**config.mk**
```make
export PLATFORM = sky130hd
export DESIGN_NAME = cla_count_ctrl
export DESIGN_NICKNAME = d
export VERILOG_FILES = /design/src/rtl/cla_count_ctrl.sv
export SDC_FILE = /design/constraint.sdc
export NUM_CORES = 1
export LEC_CHECK = 0
export CAP_MARGIN = 20
export CORE_MARGIN = 1.5
export CORE_UTILIZATION = 46
export CTS_CLUSTER_SIZE = 10
export DETAILED_ROUTE_END_ITERATION = 8
export MAX_ROUTING_LAYER = met4
export PLACE_DENSITY = 0.95
export SLEW_MARGIN = 30
export SYNTH_ARGS = -nofsm -noshare
export SYNTH_HDL_FRONTEND = slang
export SYNTH_SLANG_ARGS = --single-unit
```
**constraint.sdc**
```tcl
create_clock -name clk -period 5.9 [get_ports clk]
set_input_delay 0.59 -clock clk [delete_from_list [all_inputs] [get_ports clk]]
set_output_delay 0.59 -clock clk [all_outputs]
set_load 0.02 [all_outputs]
```
**src/rtl/cla_count_ctrl.sv**
```systemverilog
// Control stage for the carry-lookahead counter: holds the count, drives the external
// adder operands and applies up/down modulo, load, one-shot and terminal-count rules.
module cla_count_ctrl #(
   parameter int WIDTH     = 5,
   parameter int RESET_VAL = 0
) (
   input  logic             clk,
   input  logic             rst_n,
   input  logic             en,
   input  logic             start,
   input  logic             stop,
   input  logic             up_dn,
   input  logic             oneshot,
   input  logic             load,
   input  logic [WIDTH-1:0] load_val,
   input  logic [WIDTH-1:0] limit,
   output logic [WIDTH-1:0] add_a,
   output logic [WIDTH-1:0] add_b,
   output logic             add_cin,
   input  logic [WIDTH-1:0] add_sum,
   input  logic             add_cout,
   output logic [WIDTH-1:0] count,
   output logic             tc,
   output logic             busy,
   output logic             done,
   output logic [1:0]       dbg_state
);

   localparam logic [WIDTH-1:0] RST_COUNT = WIDTH'(RESET_VAL);

   typedef enum logic [1:0] {
      IDLE = 2'd0,
      RUN  = 2'd1,
      DONE = 2'd2
   } state_t;

   state_t           state, state_nxt;
   logic [WIDTH-1:0] count_nxt;
   logic [WIDTH-1:0] clamp_val;
   logic [WIDTH-1:0] wrap_val;
   logic             tc_nxt;
   logic             at_term;

   // Up adds 0 with carry-in 1; down adds all ones (two's complement of 1).
   assign add_a   = count;
   assign add_b   = up_dn ? '0 : '1;
   assign add_cin = up_dn;

   assign clamp_val = (load_val > limit) ? limit : load_val;
   assign wrap_val  = up_dn ? '0 : limit;
   // add_cout can only be 1 when counting up from all ones, which is already >= limit.
   assign at_term   = up_dn ? ((count >= limit) || add_cout) : (count == '0);

   assign busy      = (state == RUN);
   assign done      = (state == DONE);
   assign dbg_state = state;

   always_ff @(posedge clk or negedge rst_n) begin
      if (!rst_n) begin
         state <= IDLE;
         count <= RST_COUNT;
         tc    <= 1'b0;
      end else begin
         state <= state_nxt;
         count <= count_nxt;
         tc    <= tc_nxt;
      end
   end

   always_comb begin
      state_nxt = state;
      count_nxt = count;
      tc_nxt    = 1'b0;
      if (load) begin
         count_nxt = clamp_val;
      end else if (stop) begin
         if (state == RUN) state_nxt = IDLE;
      end else if (start && (state == IDLE)) begin
         state_nxt = RUN;
      end else if (start && (state == DONE)) begin
         state_nxt = RUN;
         count_nxt = wrap_val;
      end else if ((state == RUN) && en) begin
         if (!up_dn && (count > limit)) begin
            // limit was lowered below the count while counting down
            count_nxt = limit;
         end else if (at_term) begin
            tc_nxt = 1'b1;
            if (oneshot) state_nxt = DONE;
            else         count_nxt = wrap_val;
         end else begin
            count_nxt = add_sum;
         end
      end
   end

endmodule

```
==> impl_metrics.ini <==
[power]
power.switching_uw = 206
comb_power_share_pct = 65.6
peakVddDrop_mv = 0.171
p_leak_uw = 0.000647
pwr-share-seq_pct = 24.5
total_power_uw = 438
power_density_nw_per_um2 = 300
clockPowerShare_pct = 9.9
internal-power_uw = 231
swShare_pct = 47.1

[global_route]
grt_pass1_vias = 1076
grt_util_all_layers_pct = 26.2
grt_pass1_wl_um = 5050
grt-ovfl-total = 0
grt_max_degree = 12
antenna_found_initial = 0

[cts]
clk_pin_slew_ns = 0.06
cts_resized = 0
root_buffer = clkbuf_4
htreeDepth = 1
clk_latency_ns = 0.26
clock_path_buffers = 2
ctsHoldBuffers = 0
cts_tree = built
clock_sinks = 8
cts_setup_buffers = 0
numCtsBuffers = 3

[timing]
setup_viol = 0
fin_crit_ns = 2.74
fin_ws_ns = 3.16
rsz0062_at_grt = no
fin_crit_sh_pct = 46.5
fin_tns_setup_ns = 0
max_slew_margin_pct = 69.4
worstMarginPinSlew_ns = 0.460
hold_viol = 0
slew_violations = 0
max_freq_mhz = 365
skew_ns = 0.00461

[floorplan]
die_area_um2 = 2580
die_h_um = 50.8
initial_core_util_pct = 47.9
fp.dieW_um = 50.8
placement_rows = 17
io_pins = 45
core_um2 = 2190

[finish]
finalNonFillerCells = 195
drive_gt1_share_pct = 7.19
finalInstanceArea_um2 = 1460
n_antenna_cell = 0
syn_to_final_growth_pct = 39.1
nets = 203

[setup_path]
worstPathMaxFanout = 6
crit_path_end_kind = register
startpoint_type = input port
worst-endpoint-required_ns = 6.07
worst-setup-path-type = in -> reg
crit_arrival_ns = 2.92

[min_path]
hold_path.class = in -> async

[synth]
syn_area_per_cell_um2 = 7.89
synthesis.area_um2 = 1050
synthCells = 133
seq_area_frac_synth_pct = 19.1
ys_types = 41
synth-seq-cells = 8
syn-num-nets = 167
ys_warn_count = 0

[routing]
vias = 1182
routedWlPerCell_um = 15.4
drtIter0Drc = 41
drcViolationCount = 0
viasPerCell = 6.06
dr.pass1.iters = 4
antenna_left = 0
wirelength_um = 3010

[placed_design]
dp_cells = 192
postPlaceCellArea_um2 = 1440
place.gp.congestion = 0.983
dp_worst_setup_slack_ns = 2.91
io_buffers = 44
place_hpwl_um = 2410

[job]
cap_violations = 0

[run_status]
status = finished, final reports clean
-- Yosys cell counts, drive strengths merged --
cell    instances  share of area (%)
nor2            7                2.7
a221oi          4                3.3
or4             1                1.1
nand2           5                1.8
nor4            1                1.2
mux2i           2                1.9
a31oi           5                3.6
a221o           1               0.95
or3             1               0.60
mux2            1                1.1
and3            6                3.6
o211ai          1               0.72
ha             10                 12
a31o            1               0.83
a211oi          6                4.3
o211a           1               0.95
inv            15                5.4
o22a            1               0.83
o31ai           1                2.0
nand4           1               0.60
o21ai          12                5.7
o22ai           1               0.60
o21a            1               0.72
and4            1               0.83
a21o            1               0.72
and3b           1               0.95
dfrtp           8                 19
a22oi           2                1.4
a222oi          1               0.95
a21oi          12                5.7
nand2b          2                1.2
clkbuf          1               0.36
buf            12                8.0
nand3           2                1.4
nor2b           5                3.0
-- placed cells by master (no fill, tap or decap), drive strengths merged --
cell type      instances
ha                    10
o31ai                  1
a211oi                 6
and3b                  1
a31oi                  5
dfrtp                  8
nand2b                 2
o22ai                  1
o21ai                 12
inv                   15
nor2                   7
a31o                   1
nand4                  1
o22a                   1
o211a                  1
clkdlybuf4s50         44
or3                    1
a222oi                 1
or4                    1
mux2i                  2
nand2                  5
a21o                   1
a221o                  1
nor4                   1
clkbuf                 3
nand3                  2
mux2                   1
a221oi                 4
o211ai                 1
and4                   1
o21a                   1
a22oi                  2
nor2b                  5
and3                   6
a21oi                 12
-- final cells by class --
class / instances / area, um2
Inverter: 15 / 56.3
Multi-Input combinational cell: 97 / 706
Timing Repair Buffer: 44 / 440
Tap cell: 28 / 35.0
Clock buffer: 3 / 22.5
Fill cell: 180 / 731
Sequential cell: 8 / 200
-- path summary, 6_finish.rpt --
kind / endpoint / start / slack [ns] / cells after the start
worst max-delay path: add_a[2]$_DFFE_PN0P_ / limit[1] / 3.16 / 9
worst min-delay path: dbg_state[0]$_DFFE_PN0P_ / rst_n / 0.61 / 1
worst max register to register: add_a[2]$_DFFE_PN0P_ / add_a[1]$_DFFE_PN0P_ / 3.62 / 7
worst min register to register: dbg_state[1]$_DFFE_PN0P_ / dbg_state[1]$_DFFE_PN0P_ / 0.61 / 1
max in group asynchronous: add_a[4]$_DFFE_PN0P_ / rst_n / 5.02 / 1
min in group clk: dbg_state[1]$_DFFE_PN0P_ / dbg_state[1]$_DFFE_PN0P_ / 0.61 / 1
-- through the flow --
step	hold WS (ns)	util, %
global route	0.616	66.6
detailed placement	0.584	65.6
finish	0.607	66.6
CTS	0.595	66.6
global placement	0.553	65.6
floorplan	0.294	-
-- metal layers --
metal	track usage, %	routed length, um
met1	33.2	1280
met2	42.3	1450
met3	5.36	227
met4	7.66	63
met5	-	0
-- power groups by stage --
stage | clock (uW) | sequential, uW | combinational [uW]
floorplan | 0 | 119 | 161
CTS | 44.3 | 106 | 285
global route | 46.7 | 109 | 308
global placement | 0 | 105 | 275
detailed placement | 0 | 107 | 283
finish | 43.1 | 107 | 287
-- cell families (layout without fill, tap and decap cells) --
kind of cell	count (synthesis)	in the layout	share of synthesized area [%]
AOI/OAI and AO/OA	51	51	33.4
DFF	8	8	19.1
buffers and inverters	28	62	13.7
adders and majority gates	10	10	11.9
and+or+nand+nor	33	33	19.0
muxes	3	3	2.98
-- registers in the layout, summed over array words and instances, names as in the netlist --
signal     count
add_a          5
dbg_state      2
tc             1
-- critical path, cell delays in order --
cell and delay [ns]:
clkdlybuf4s50_1 0.53, inv_1 0.09, ha_1 0.32, nor2b_1 0.16, o31ai_4 0.24, a22oi_1 0.15, a21oi_1 0.40, o21ai_0 0.22
a31oi_1 0.21
Note: power is estimated with default switching activity, not from simulation.
